`config.mk`:
```
export PLATFORM = sky130hd
export DESIGN_NAME = br_lite_local_if
export DESIGN_NICKNAME = d
export VERILOG_FILES = /design/src/rtl/br_lite_local_if_pkg.sv /design/src/rtl/br_lite_fifo.sv /design/src/rtl/br_lite_local_if.sv
export SDC_FILE = /design/constraint.sdc
export NUM_CORES = 1
export LEC_CHECK = 0
export BUFFER_PORTS_ARGS = -buffer_cell sky130_fd_sc_hd__buf_2
export CELL_PAD_IN_SITES_DETAIL_PLACEMENT = 1
export CELL_PAD_IN_SITES_GLOBAL_PLACEMENT = 2
export CORE_MARGIN = 2
export CORE_UTILIZATION = 40
export CTS_BUF_LIST = sky130_fd_sc_hd__clkbuf_8
export CTS_CLUSTER_DIAMETER = 50
export CTS_CLUSTER_SIZE = 12
export DETAILED_ROUTE_END_ITERATION = 8
export PLACE_DENSITY_LB_ADDON = 0.1
export RECOVER_POWER = 50
export SLEW_MARGIN = 25
export SYNTH_ARGS = -nofsm -noshare
export SYNTH_HDL_FRONTEND = slang
export SYNTH_SLANG_ARGS = --single-unit
```
`constraint.sdc`:
```
create_clock -name clk_i -period 5.3 [get_ports clk_i]
set_input_delay 0.265 -clock clk_i [delete_from_list [all_inputs] [get_ports clk_i]]
set_output_delay 0.265 -clock clk_i [all_outputs]
set_load 0.05 [all_outputs]
```
`src/rtl/br_lite_local_if_pkg.sv`:
```
`default_nettype none
// +----------------------------------------------------------------------------+
// | BrLitePkg                                                                   |
// | Shared BrLite flit/service types plus the PE-side TX request entry.         |
// | Revision: 1.0                                                               |
// +----------------------------------------------------------------------------+
package BrLitePkg;

    localparam int BR_ADDR_W    = 16;
    localparam int BR_ID_W      = 8;
    localparam int BR_SVC_W     = 2;
    localparam int BR_PAYLOAD_W = 32;

    localparam logic [BR_SVC_W-1:0] BR_SVC_ALL   = 2'd0;
    localparam logic [BR_SVC_W-1:0] BR_SVC_TGT   = 2'd1;
    localparam logic [BR_SVC_W-1:0] BR_SVC_MON   = 2'd2;
    localparam logic [BR_SVC_W-1:0] BR_SVC_CLEAR = 2'd3;

    typedef struct packed {
        logic [BR_ADDR_W-1:0]    seq_source;
        logic [BR_ADDR_W-1:0]    seq_target;
        logic [BR_ID_W-1:0]      id;
        logic [BR_SVC_W-1:0]     service;
        logic [BR_PAYLOAD_W-1:0] payload;
    } br_data_t;

    typedef struct packed {
        logic [BR_SVC_W-1:0]     service;
        logic [BR_ADDR_W-1:0]    target;
        logic [BR_PAYLOAD_W-1:0] payload;
    } br_tx_req_t;

    localparam int BR_DATA_W   = $bits(br_data_t);
    localparam int BR_TX_REQ_W = $bits(br_tx_req_t);

endpackage
`default_nettype wire

```
`src/rtl/br_lite_fifo.sv`:
```
`default_nettype none
// +----------------------------------------------------------------------------+
// | br_lite_fifo                                                                |
// | Synchronous FIFO, async active-low reset, head visible combinationally.     |
// | Revision: 1.0                                                               |
// +----------------------------------------------------------------------------+
module br_lite_fifo #(
    parameter int WIDTH = 8,
    parameter int DEPTH = 4
) (
    input  logic             clk_i,
    input  logic             rst_ni,
    input  logic             push,
    input  logic [WIDTH-1:0] wr_data,
    input  logic             pop,
    output logic [WIDTH-1:0] rd_data,
    output logic             full,
    output logic             empty
);

    localparam int AW = $clog2(DEPTH);

    logic [WIDTH-1:0] r_mem [DEPTH];
    logic [AW:0]      r_wr_ptr;
    logic [AW:0]      r_rd_ptr;
    logic             w_push;
    logic             w_pop;

    // Extra pointer MSB distinguishes full from empty when indices match
    assign empty   = (r_wr_ptr == r_rd_ptr);
    assign full    = (r_wr_ptr[AW] != r_rd_ptr[AW]) &&
                     (r_wr_ptr[AW-1:0] == r_rd_ptr[AW-1:0]);
    assign w_push  = push && !full;
    assign w_pop   = pop && !empty;
    assign rd_data = r_mem[r_rd_ptr[AW-1:0]];

    always_ff @(posedge clk_i or negedge rst_ni) begin
        if (!rst_ni) begin
            r_wr_ptr <= '0;
            r_rd_ptr <= '0;
        end else begin
            if (w_push) r_wr_ptr <= r_wr_ptr + 1'b1;
            if (w_pop)  r_rd_ptr <= r_rd_ptr + 1'b1;
        end
    end

    always_ff @(posedge clk_i) begin
        if (w_push) r_mem[r_wr_ptr[AW-1:0]] <= wr_data;
    end

endmodule
`default_nettype wire

```
`src/rtl/br_lite_local_if.sv`:
```
`default_nettype none
// +----------------------------------------------------------------------------+
// | br_lite_local_if                                                            |
// | PE-side BrLite local port: TX request queue/injector and RX delivery queue. |
// | Revision: 1.0                                                               |
// +----------------------------------------------------------------------------+
module br_lite_local_if
    import BrLitePkg::*;
#(
    parameter logic [BR_ADDR_W-1:0] SEQ_ADDRESS = 16'h0,
    parameter int                   TX_DEPTH    = 4,
    parameter int                   RX_DEPTH    = 4
) (
    input  logic                    clk_i,
    input  logic                    rst_ni,
    input  logic                    tx_valid_i,
    output logic                    tx_ready_o,
    input  logic [BR_SVC_W-1:0]     tx_service_i,
    input  logic [BR_ADDR_W-1:0]    tx_target_i,
    input  logic [BR_PAYLOAD_W-1:0] tx_payload_i,
    output logic                    tx_drop_o,
    output logic                    rx_valid_o,
    input  logic                    rx_ready_i,
    output logic [BR_DATA_W-1:0]    rx_data_o,
    output logic [BR_DATA_W-1:0]    br_flit_o,
    output logic                    br_req_o,
    input  logic                    br_ack_i,
    input  logic                    br_local_busy_i,
    input  logic [BR_DATA_W-1:0]    br_flit_i,
    input  logic                    br_req_i,
    output logic                    br_ack_o
);

    localparam logic [1:0] TX_IDLE = 2'd0;
    localparam logic [1:0] TX_REQ  = 2'd1;
    localparam logic [1:0] TX_WAIT = 2'd2;

    localparam logic RX_IDLE = 1'b0;
    localparam logic RX_ACK  = 1'b1;

    // ---------------- TX path ----------------
    logic [1:0]             r_tx_state;
    logic [1:0]             w_tx_state_nxt;
    logic [BR_ID_W-1:0]     r_next_id;
    logic [BR_DATA_W-1:0]   r_flit;
    logic                   r_tx_drop;
    logic                   w_enq;
    logic                   w_tx_push;
    logic                   w_tx_pop;
    logic                   w_tx_launch;
    logic                   w_tx_full;
    logic                   w_tx_empty;
    logic [BR_TX_REQ_W-1:0] w_tx_rd_data;
    br_tx_req_t             w_tx_wr;
    br_tx_req_t             w_tx_head;
    br_data_t               w_tx_flit;

    assign tx_ready_o = !w_tx_full;
    assign w_enq      = tx_valid_i && tx_ready_o;
    assign w_tx_push  = w_enq && (tx_service_i != BR_SVC_CLEAR);

    assign w_tx_wr.service = tx_service_i;
    assign w_tx_wr.target  = tx_target_i;
    assign w_tx_wr.payload = tx_payload_i;
    assign w_tx_head       = w_tx_rd_data;

    br_lite_fifo #(
        .WIDTH (BR_TX_REQ_W),
        .DEPTH (TX_DEPTH)
    ) u_tx_fifo (
        .clk_i   (clk_i),
        .rst_ni  (rst_ni),
        .push    (w_tx_push),
        .wr_data (w_tx_wr),
        .pop     (w_tx_pop),
        .rd_data (w_tx_rd_data),
        .full    (w_tx_full),
        .empty   (w_tx_empty)
    );

    always_comb begin
        w_tx_flit.seq_source = SEQ_ADDRESS;
        w_tx_flit.seq_target = w_tx_head.target;
        w_tx_flit.id         = r_next_id;
        w_tx_flit.service    = w_tx_head.service;
        w_tx_flit.payload    = w_tx_head.payload;
    end

    always_ff @(posedge clk_i or negedge rst_ni) begin
        if (!rst_ni) r_tx_state <= TX_IDLE;
        else         r_tx_state <= w_tx_state_nxt;
    end

    // Busy only gates the launch decision; an in-flight handshake always completes
    always_comb begin
        w_tx_state_nxt = r_tx_state;
        case (r_tx_state)
            TX_IDLE: if (!w_tx_empty && !br_local_busy_i) w_tx_state_nxt = TX_REQ;
            TX_REQ:  if (br_ack_i)                        w_tx_state_nxt = TX_WAIT;
            TX_WAIT: if (!br_ack_i)                       w_tx_state_nxt = TX_IDLE;
            default:                                      w_tx_state_nxt = TX_IDLE;
        endcase
    end

    always_comb begin
        br_req_o    = (r_tx_state == TX_REQ);
        w_tx_launch = (r_tx_state == TX_IDLE) && !w_tx_empty && !br_local_busy_i;
        w_tx_pop    = (r_tx_state == TX_WAIT) && !br_ack_i;
    end

    always_ff @(posedge clk_i or negedge rst_ni) begin
        if (!rst_ni) begin
            r_flit    <= '0;
            r_next_id <= '0;
            r_tx_drop <= 1'b0;
        end else begin
            r_tx_drop <= w_enq && (tx_service_i == BR_SVC_CLEAR);
            if (w_tx_launch) r_flit    <= w_tx_flit;
            if (w_tx_pop)    r_next_id <= r_next_id + 1'b1;
        end
    end

    assign br_flit_o = r_flit;
    assign tx_drop_o = r_tx_drop;

    // ---------------- RX path ----------------
    logic                 r_rx_state;
    logic                 w_rx_state_nxt;
    logic                 w_rx_push;
    logic                 w_rx_pop;
    logic                 w_rx_full;
    logic                 w_rx_empty;
    logic [BR_DATA_W-1:0] w_rx_head;

    br_lite_fifo #(
        .WIDTH (BR_DATA_W),
        .DEPTH (RX_DEPTH)
    ) u_rx_fifo (
        .clk_i   (clk_i),
        .rst_ni  (rst_ni),
        .push    (w_rx_push),
        .wr_data (br_flit_i),
        .pop     (w_rx_pop),
        .rd_data (w_rx_head),
        .full    (w_rx_full),
        .empty   (w_rx_empty)
    );

    always_ff @(posedge clk_i or negedge rst_ni) begin
        if (!rst_ni) r_rx_state <= RX_IDLE;
        else         r_rx_state <= w_rx_state_nxt;
    end

    always_comb begin
        w_rx_state_nxt = r_rx_state;
        case (r_rx_state)
            RX_IDLE: if (br_req_i && !w_rx_full) w_rx_state_nxt = RX_ACK;
            RX_ACK:  if (!br_req_i)              w_rx_state_nxt = RX_IDLE;
            default:                             w_rx_state_nxt = RX_IDLE;
        endcase
    end

    // Capture happens only on the IDLE->ACK edge, so a long req never double-pushes
    always_comb begin
        br_ack_o   = (r_rx_state == RX_ACK);
        w_rx_push  = (r_rx_state == RX_IDLE) && br_req_i && !w_rx_full;
        w_rx_pop   = rx_ready_i && !w_rx_empty;
        rx_valid_o = !w_rx_empty;
        rx_data_o  = w_rx_empty ? '0 : w_rx_head;
    end

endmodule
`default_nettype wire

```
==> results of run 1 <==
-- state kept, by name (all words and copies together) (netlist names) --
name	flops
br_ack_o	1
br_flit_o	58
r_next_id	8
r_tx_state	2
tx_drop_o	1
u_rx_fifo.r_mem	296
u_rx_fifo.r_rd_ptr	3
u_rx_fifo.r_wr_ptr	3
u_tx_fifo.r_mem	200
u_tx_fifo.r_rd_ptr	3
u_tx_fifo.r_wr_ptr	3
-- critical path, stage by stage (launching register included) --
cell	delay [ps]
dfrtp_4	700
buf_4	560
buf_4	600
mux4_2	580
and2_1	180
buf_2	210
-- metal layers --
metal | up-vias | global-route usage [%] | routed length [um]
met2 | 235 | 29.52 | 24160
met5 | - | 0 | 27
met3 | 71 | 2.892 | 1828
met1 | 5581 | 21.62 | 19620
met4 | 4 | 4.527 | 912
li1 | 4737 | - | -
-- through the flow --
step / cells / instance area (um2) / setup WS [ps]
2_1_floorplan: 990 / 21990 / 1984
3_3_place_gp: 1908 / 24030 / 2014
3_5_place_dp: 1909 / 24050 / 1986
4_1_cts: 2146 / 26500 / 1220
5_1_grt: 2146 / 26260 / 1077
6_report: 2146 / 26260 / 1433
-- layout by cell type (no fill, tap or decap), drive strengths merged --
| master | n |
|---|---|
| clkbuf | 248 |
| a31oi | 2 |
| mux2 | 61 |
| nand2 | 5 |
| dlygate4sd3 | 129 |
| or3 | 1 |
| and3 | 1 |
| ha | 11 |
| buf | 99 |
| nand3 | 5 |
| a311oi | 2 |
| edfxtp | 496 |
| clkinvlp | 3 |
| o21ai | 2 |
| xnor2 | 15 |
| a21bo | 1 |
| a21boi | 1 |
| nand3b | 1 |
| nand2b | 2 |
| clkinv | 12 |
| nor2 | 2 |
| mux4 | 124 |
| xor2 | 7 |
| dfrtp | 82 |
| inv | 32 |
| and4 | 2 |
| o21bai | 1 |
| nand4 | 2 |
| conb | 16 |
| and2 | 82 |
| nor3b | 1 |
| bufinv | 2 |
-- synthesized netlist by cell type (all sizes together), types with 6 or more instances --
master / instances
and2: 82
buf: 45
clkbuf: 14
dfrtp: 82
edfxtp: 496
ha: 11
inv: 6
mux2: 61
mux4: 124
xnor2: 15
xor2: 7
-- cells by family (layout without fill, tap and decap cells) --
| group | count (synthesis) | after routing |
|---|---|---|
| other | 1 | 16 |
| adders and majority gates | 11 | 11 |
| muxes | 185 | 185 |
| and+or+nand+nor | 104 | 104 |
| xor gates and xnor gates | 22 | 22 |
| AOI/OAI and AO/OA | 9 | 9 |
| buffers and inverters | 65 | 525 |
| DFF | 578 | 578 |
-- layout make-up --
type                            instances  share of cell area, %
Sequential cell                       578                  64.57
Tap cell                              696                  3.316
Multi-Input combinational cell        347                  17.81
Clock inverter                         43                 0.9768
Timing Repair Buffer                  411                  9.839
Clock buffer                           65                  3.407
Inverter                                6                0.08577
-- where the power goes --
part | switching [mW] | internal (mW) | total, mW
combinational | 4.79 | 2.29 | 7.08
clock | 1.55 | 1.24 | 2.79
sequential | 0.432 | 5.88 | 6.31
-- how the worst max path moves through the flow --
stage | from | to | slack [ps] | depth (start not counted)
6_report | u_rx_fifo.r_rd_ptr[0] | rx_data_o[27] | 1430 | 5
5_1_grt | u_rx_fifo.r_rd_ptr[0] | rx_data_o[25] | 1080 | 5
4_1_cts | u_rx_fifo.r_rd_ptr[0] | rx_data_o[0] | 1220 | 5
3_5_place_dp | u_rx_fifo.r_rd_ptr[0] | rx_data_o[0] | 1990 | 5
3_3_place_gp | u_rx_fifo.r_rd_ptr[0] | rx_data_o[54] | 2010 | 5
2_1_floorplan | u_rx_fifo.r_rd_ptr[0] | u_rx_fifo.r_mem[3][0] | 1980 | 4
==> results.toml, run 1 <==
[run_status]
status = "finished, violations left"
violations = "max-capacitance violations, max-slew violations"

[clock_network]
worstSkewPairLatency_ps = 670
cts.hold.buffers_added = 129
clkTransAtPathRegs_ps = 80
cts_buffer_depth = 3
cts_sinks = 578
cts_buffers = 60
h-tree-depth = 2
root_buffer = "clkbuf_8"
cts_resized = 0
cts_tree = "built"
post_cts.repair.setup_buffers = 0

[pwr]
finalPower_mw = 16.17
powerDensity_nw_per_um2 = 616.0
peakVddDrop_uv = 389.3
leakagePower_nw = 8.964

[yosys]
synth_edf_count = 496
yosys_register_bits = 578
syn_inst = 975
synth-xor-area-share_pct = 0.9985
synth_area_um2 = 21930
synth_area_per_cell_um2 = 22.49
ys_warn_count = 0
netlist.top_cell.by_area = "edfxtp_1"
synthDistinctLibCells = 37
synth_compound_area_share_pct = 0.3937
synth-main-ff-cell = "edfxtp_1"
synth_top_family_by_area = "multiplexers"
yosys-top-cells-area = "edfxtp_1, mux4_2, dfrtp_1"
async_flop_share_pct = 14.19
synth_seq_area_share_pct = 77.28
synth-simple-area-share_pct = 2.938
muxShareOfSynthArea_pct = 16.02
synth-adder-area-share_pct = 0.6276
yosysTopAreaCellShare_pct = 67.92

[sta]
whs_ps = 205.9
post-route-period-util_pct = 72.95
worst_slew_pin_slew_ps = 1797
finalSetupTns_ps = 0
clock_skew_ps = 20.27
fin_crit_ps = 3867
rsz0062_at_grt = "no"
setup_viol = 0
final_hold_viol_count = 0
slew_violations = 31
slew_headroom_pct = -19.81
fmax_mhz = 258.6

[final_layout]
fill_cells = 5042
drive_gt1_share_pct = 26.41
seq_area_um2 = 16960
antenna_cells = 0
synthToLayoutAreaGrowth_pct = 19.74
multi_input_area_um2 = 4676
finish.utilization_pct = 48.60
nNetsFinal = 1546

[route]
routedWlPerCell_um = 21.69
wirelength_um = 46550
num_vias = 10630
viasPerCell = 4.952
drc = 0
dr.pass1.iters = 4
drt-initial-drc-count = 495
detail-route-antenna-nets = 0

[flow_run]
cap_viol_max_count = 2

[worst_setup_path]
r2r-start = "u_tx_fifo.r_rd_ptr[0]"
cp-start-kind = "flip-flop"
worstSetupEndpointType = "primary output"
reg2reg_slack_ps = 2060
cp.arrival_ps = 3600
crit_fanout = 30
reg2reg_to = "u_tx_fifo.r_mem[2][26]"
r2r.worst_path.cells = 3
required_ps = 5040
critPathKind = "reg2out"

[global_route]
antenna_found_initial = 3
grt_max_degree = 69
grt_pass1_vias = 11730
gr-total-overflow = 0
track_usage_pct = 16.80
grt_pass1_wl_um = 71390

[worst_hold_path]
hold_path.startpoint = "br_local_busy_i"
min_path_cells = 4
hp-class = "in2reg"
hold_path_end = "br_flit_o[22]"

[floorplanning]
ios = 284
dieArea_um2 = 56710
core_area_um2 = 54030
start_util_pct = 40.59
die_height_um = 238.1
rows = 85
die_x_um = 238.1

[place]
place.port_buffers = 267
place_congestion = 0.6842
dp_hpwl_um = 27680
No activity file was read; power rests on OpenSTA's default activity.
==> inputs of run 2 (changes only) <==
==> constraint.sdc (replaced) <==
create_clock -name clk_i -period 3.4 [get_ports clk_i]
set_input_delay 0.17 -clock clk_i [delete_from_list [all_inputs] [get_ports clk_i]]
set_output_delay 0.17 -clock clk_i [all_outputs]
set_load 0.05 [all_outputs]
==> run 2 against run 1 <==
Effect of this change:
- the run still ends with max-capacitance violations, max-slew violations left
- register-to-register slack worse by 1400 ps
- routed wire length is 1.1% higher
- die area stayed put
- non-clock buffer count is 12 higher
- worst setup slack worse by 1200 ps
- via count is 1.5% higher
- critical path depth stayed put
- cell count is 1.0% higher
- final area is 1.4% higher
- hold slack better by 120 ps
- clock skew is 6.6 ps higher
- largest power group unchanged
==> results.toml, run 2 (synthesis gave the netlist of run 1 again) <==
[run_status]
status = "finished, violations left"
violations = "max-capacitance violations, max-slew violations"

[final_layout]
layout_common_cells = "edfxtp_1, clkbuf_1, dlygate4sd3_1, mux4_2, buf_2"
drive_gt1_share_pct = 27.92
antenna_cells = 0
fill_cells = 5050
final_area_um2 = 26620
fin_cells = 2168
largest_register_ffs = 296
synthToLayoutAreaGrowth_pct = 21.40
final_common_cell = "edfxtp_1"
nNetsFinal = 1566

[sta]
finalSetupTns_ps = 0
fmax_mhz = 320.3
setup_viol = 0
fin_crit_ps = 3122
post-route-period-util_pct = 91.81
slew_headroom_pct = -72.32
worst_slew_pin_slew_ps = 2585
slew_violations = 40
final_hold_viol_count = 0
rsz0062_at_grt = "no"
clock_skew_ps = 26.86
whs_ps = 322.2

[clock_network]
cts_buffers = 68
h-tree-depth = 3
post_cts.repair.setup_buffers = 0
cts_resized = 0
cts_sinks = 578
clkTransAtPathRegs_ps = 80
worstSkewPairLatency_ps = 640
cts_tree = "built"
root_buffer = "clkbuf_8"
cts.hold.buffers_added = 130
cts_buffer_depth = 3

[global_route]
gr-total-overflow = 0
grt_pass1_wl_um = 72310
antenna_found_initial = 0
grt_max_degree = 77
track_usage_pct = 17.08
grt_pass1_vias = 11780

[route]
drt-initial-drc-count = 415
detail-route-antenna-nets = 0
dr.pass1.iters = 7
num_vias = 10790
drc = 0
viasPerCell = 4.975
routedWlPerCell_um = 21.72
wirelength_um = 47090

[place]
place_area_um2 = 24200
place_congestion = 0.6894
placed_cells = 1920
dp_hpwl_um = 27880
place.port_buffers = 267

[worst_setup_path]
critPathKind = "reg2out"
cp.arrival_ps = 2950
reg2reg_to = "u_rx_fifo.r_mem[3][14]"
reg2reg_slack_ps = 620
cp-start-kind = "flip-flop"
worstSetupEndpointType = "primary output"
r2r.worst_path.cells = 4
required_ps = 3230
r2r-start = "u_rx_fifo.r_rd_ptr[0]"
crit_fanout = 44

[floorplanning]
rows = 85
die_x_um = 238.1
start_util_pct = 40.59
die_height_um = 238.1
dieArea_um2 = 56710
core_area_um2 = 54030
ios = 284

[worst_hold_path]
hold_path_end = "u_tx_fifo.r_mem[2][10]"
min_path_cells = 2
hold_path.startpoint = "tx_payload_i[10]"
hp-class = "in2reg"

[pwr]
powerDensity_nw_per_um2 = 970.8
leakagePower_nw = 9.101
finalPower_mw = 25.85
peakVddDrop_uv = 534.3

[flow_run]
cap_viol_max_count = 1
==> run 2: routing by layer <==
metal	GRT usage [%]	wire (um)	up-vias
li1	-	-	4778
met1	22.04	19810	5685
met2	29.45	24360	249
met3	3.621	2011	73
met4	4.508	903	0
met5	0	0	-
==> run 2: worst max path at each step <==
stage	from	end	slack (ps)	cells past startpoint
detailed placement	u_tx_fifo.r_rd_ptr[0]	u_tx_fifo.r_mem[3][36]	870	4
finish	u_rx_fifo.r_rd_ptr[1]	rx_data_o[32]	280	5
CTS	u_rx_fifo.r_rd_ptr[1]	rx_data_o[17]	150	5
global placement	u_tx_fifo.r_rd_ptr[0]	u_tx_fifo.r_mem[3][39]	850	4
floorplan	u_rx_fifo.r_rd_ptr[0]	u_rx_fifo.r_mem[3][0]	80	4
global route	u_rx_fifo.r_rd_ptr[1]	rx_data_o[55]	90	5
==> run 2: report_power, final <==
| group | switching, mW | total (mW) | internal [mW] |
|---|---|---|---|
| logic | 7.62 | 11.2 | 3.59 |
| registers | 0.524 | 9.67 | 9.15 |
| clock network | 2.51 | 4.96 | 2.45 |
| total | 10.7 | 25.8 | 15.2 |
==> run 2: area by class of cell <==
| class | instances | area [um2] | area share (%) |
|---|---|---|---|
| clock buffer | 75 | 1032 | 3.877 |
| clock inverter | 43 | 352.8 | 1.325 |
| inverter | 6 | 22.52 | 0.08460 |
| multi-input combinational | 347 | 4646 | 17.45 |
| sequential | 578 | 16960 | 63.70 |
| tap | 696 | 870.8 | 3.271 |
| timing repair buffer | 423 | 2739 | 10.29 |
==> run 2: critical path, stage by stage, from the launching register on <==
cell and delay, ps:
dfrtp_4 410, buf_4 560, buf_4 540, mux4_2 370, and2_1 180, buf_2 210
==> run 2: stage by stage <==
| step | worst slack (ps) | utilization [%] |
|---|---|---|
| 2_1_floorplan | 83.68 | - |
| 3_3_place_gp | 850.9 | 44.79 |
| 4_1_cts | 155.0 | 49.76 |
| 3_5_place_dp | 871.8 | 44.79 |
| 6_report | 278.3 | 49.28 |
| 5_1_grt | 92.35 | 49.28 |
==> inputs of run 3 (changes only) <==
--- a/config.mk
+++ b/config.mk
@@ -5,16 +5,14 @@
 export SDC_FILE = /design/constraint.sdc
 export NUM_CORES = 1
 export LEC_CHECK = 0
+export ABC_AREA = 1
 export BUFFER_PORTS_ARGS = -buffer_cell sky130_fd_sc_hd__buf_2
-export CELL_PAD_IN_SITES_DETAIL_PLACEMENT = 1
-export CELL_PAD_IN_SITES_GLOBAL_PLACEMENT = 2
 export CORE_MARGIN = 2
 export CORE_UTILIZATION = 40
 export CTS_BUF_LIST = sky130_fd_sc_hd__clkbuf_8
 export CTS_CLUSTER_DIAMETER = 50
 export CTS_CLUSTER_SIZE = 12
 export DETAILED_ROUTE_END_ITERATION = 8
-export PLACE_DENSITY_LB_ADDON = 0.1
 export RECOVER_POWER = 50
 export SLEW_MARGIN = 25
 export SYNTH_ARGS = -nofsm -noshare
==> constraint.sdc (replaced) <==
create_clock -name clk_i -period 3.91 [get_ports clk_i]
set_input_delay 0.1955 -clock clk_i [delete_from_list [all_inputs] [get_ports clk_i]]
set_output_delay 0.1955 -clock clk_i [all_outputs]
set_load 0.05 [all_outputs]
==> run 3 against run 2 <==
Effect of this change:
- the flow still finishes with violations (max-capacitance violations, max-slew violations)
- die area increased by 5.2%
- register-to-register slack worse by 260 ps
- hold slack better by 5.1 ps
- power decreased by 8.3%
- non-clock buffer count decreased by 3
- flip-flop and latch count unchanged
- utilization shrank 1.3 points
- largest cell class unchanged
==> results.toml, run 3 <==
[run_status]
status = "finished, violations left"
violations = "max-capacitance violations, max-slew violations"

[yosys]
synth_area_per_cell_um2 = 11.72
yosysTopAreaCellShare_pct = 64.50
synth.most_common_cell = "edfxtp_1"
synth_edf_count = 496
synth_seq_area_share_pct = 73.39
netlist.top_cell.by_area = "edfxtp_1"
ys_warn_count = 0
syn_inst = 1970
yosys-top-cells-area = "edfxtp_1, dfrtp_1, nor2_1"
synth.top_cells.by_count = "edfxtp_1, nor2_1, o21ai_0"
synth-main-ff-cell = "edfxtp_1"
yosys_register_bits = 578
synth_area_um2 = 23090
synthDistinctLibCells = 26
async_flop_share_pct = 14.19

[route]
routedWlPerCell_um = 16.99
wirelength_um = 53690
detail-route-antenna-nets = 0
num_vias = 15270
drt-initial-drc-count = 935
dr.pass1.iters = 5
drc = 0
viasPerCell = 4.831

[clock_network]
cts.hold.buffers_added = 130
cts_resized = 0
post_cts.repair.setup_buffers = 0
cts_sinks = 578
clkTransAtPathRegs_ps = 80
h-tree-depth = 2
root_buffer = "clkbuf_8"
cts_buffer_depth = 3
cts_buffers = 61
worstSkewPairLatency_ps = 680
cts_tree = "built"

[pwr]
peakVddDrop_uv = 775.9
leakagePower_nw = 10.64
powerDensity_nw_per_um2 = 860.8

[final_layout]
final_area_um2 = 27530
synthToLayoutAreaGrowth_pct = 19.23
fill_cells = 5223
final_common_cell = "edfxtp_1"
finish.utilization_pct = 47.99
nNetsFinal = 2484
largest_register_ffs = 296
layout_common_cells = "edfxtp_1, nor2_1, o21ai_0, nand2_1, clkbuf_1"
drive_gt1_share_pct = 9.079

[place]
dp_hpwl_um = 30380
place_area_um2 = 25140
place.port_buffers = 267
place_congestion = 0.7506

[global_route]
grt_pass1_vias = 15530
grt_pass1_wl_um = 85090
grt_most_used_layer = "met2"
grtUsageMet3_pct = 3.929
use_met1_pct = 23.06
track_usage_pct = 17.98
use_met2_pct = 30.79
gr-total-overflow = 0
grt_max_degree = 111
antenna_found_initial = 6

[floorplanning]
die_x_um = 244.3
ios = 284
start_util_pct = 40.25
rows = 88
die_height_um = 244.3
dieArea_um2 = 59670
core_area_um2 = 57370

[worst_setup_path]
required_ps = 4250
critPathKind = "reg2reg"
cp-start-kind = "flip-flop"
worstSetupEndpointType = "flip-flop"
cp.arrival_ps = 3890
crit_fanout = 47

[sta]
rsz0062_at_grt = "no"
worst_slew_pin_slew_ps = 2756
fmax_mhz = 281.5
post-route-period-util_pct = 90.86
final_hold_viol_count = 0
slew_violations = 91
fin_crit_ps = 3553
setup_viol = 0
slew_headroom_pct = -83.76
clock_skew_ps = 42.45
whs_ps = 327.4

[flow_run]
cap_viol_max_count = 2

[worst_hold_path]
hp-class = "in2reg"
-- run 3: changes by cell type in the layout (fill, tap and decap cells not counted), moves of 9 or more --
| cell | delta |
|---|---|
| mux2_2 | -52 |
| nand2_1 | +281 |
| mux2_4 | -9 |
| mux4_2 | -124 |
| inv_1 | +103 |
| o21ai_1 | +30 |
| and2_1 | -74 |
| nand2_2 | +9 |
| o21ai_0 | +293 |
| clkbuf_8 | -9 |
| nor2_1 | +427 |
| nand3_1 | +67 |
-- run 3: metal layers --
metal  part of all wire (%)  wire length, um
met4                    2.1             1139
met1                     43            22930
met3                    6.1             3297
met5                  0.039               21
met2                     49            26310
-- run 3: report_power, final --
| group | internal (mW) | switching [mW] | total (mW) |
|---|---|---|---|
| logic | 2.40 | 8.49 | 10.9 |
| registers | 7.99 | 0.662 | 8.65 |
| clock network | 2.04 | 2.12 | 4.15 |
| total | 12.4 | 11.3 | 23.7 |
-- run 3: worst paths after layout --
kind / endpoint / startpoint / slack [ps] / cells after the start
max in group asynchronous: u_rx_fifo.r_rd_ptr[0] / rst_ni / 1000 / 2
setup reg to reg: u_tx_fifo.r_mem[0][6] / u_tx_fifo.r_rd_ptr[0] / 360 / 7
min in group asynchronous: br_flit_o[1] / rst_ni / 960 / 2
hold / removal: u_rx_fifo.r_mem[2][61] / br_flit_i[61] / 330 / 2
setup / recovery: u_tx_fifo.r_mem[0][6] / u_tx_fifo.r_rd_ptr[0] / 360 / 7
hold reg to reg: br_flit_o[28] / br_flit_o[28] / 470 / 2
-- run 3: stage by stage --
| step | setup slack, ps | power, mW | std cells | setup TNS [ps] |
|---|---|---|---|---|
| floorplan | -784.1 | 16.94 | 1985 | -232090 |
| global placement | 1145 | 19.63 | 2914 | 0 |
| detailed placement | 1107 | 19.79 | 2914 | 0 |
| CTS | 243.2 | 24.09 | 3155 | 0 |
| global route | 98.09 | 25.27 | 3158 | 0 |
| finish | 357.4 | 23.70 | 3161 | 0 |
-- run 3: cell type report --
cell class | instances | area [um2] | share of cell area, %
antenna | 6 | 15.01 | 0.05454
clock buffer | 66 | 908.4 | 3.300
clock inverter | 45 | 397.9 | 1.445
inverter | 102 | 385.4 | 1.400
multi-input combinational | 1179 | 5228 | 18.99
sequential | 578 | 16960 | 61.59
tap | 765 | 957.2 | 3.477
timing repair buffer | 420 | 2684 | 9.749
-- run 3: cell families (layout without fill, tap and decap cells) --
| logic type | after synthesis | count (layout) | share of synthesized area, % |
|---|---|---|---|
| and+or+nand+nor | 814 | 814 | 13.89 |
| DFF | 578 | 578 | 73.39 |
| AOI/OAI and AO/OA | 325 | 325 | 7.044 |
| buffers and inverters | 228 | 633 | 4.535 |
| xor gates and xnor gates | 13 | 13 | 0.5256 |
| adders and majority gates | 11 | 11 | 0.5960 |
| other | 1 | 22 | 0.01624 |
-- run 3: critical path, cell delays in order (launching register included) --
cell	delay [ps]
dfrtp_1	1450
inv_2	50
nand2_1	100
nand2_1	70
nand3_1	180
nand3_1	410
nor2_4	570
buf_12	320
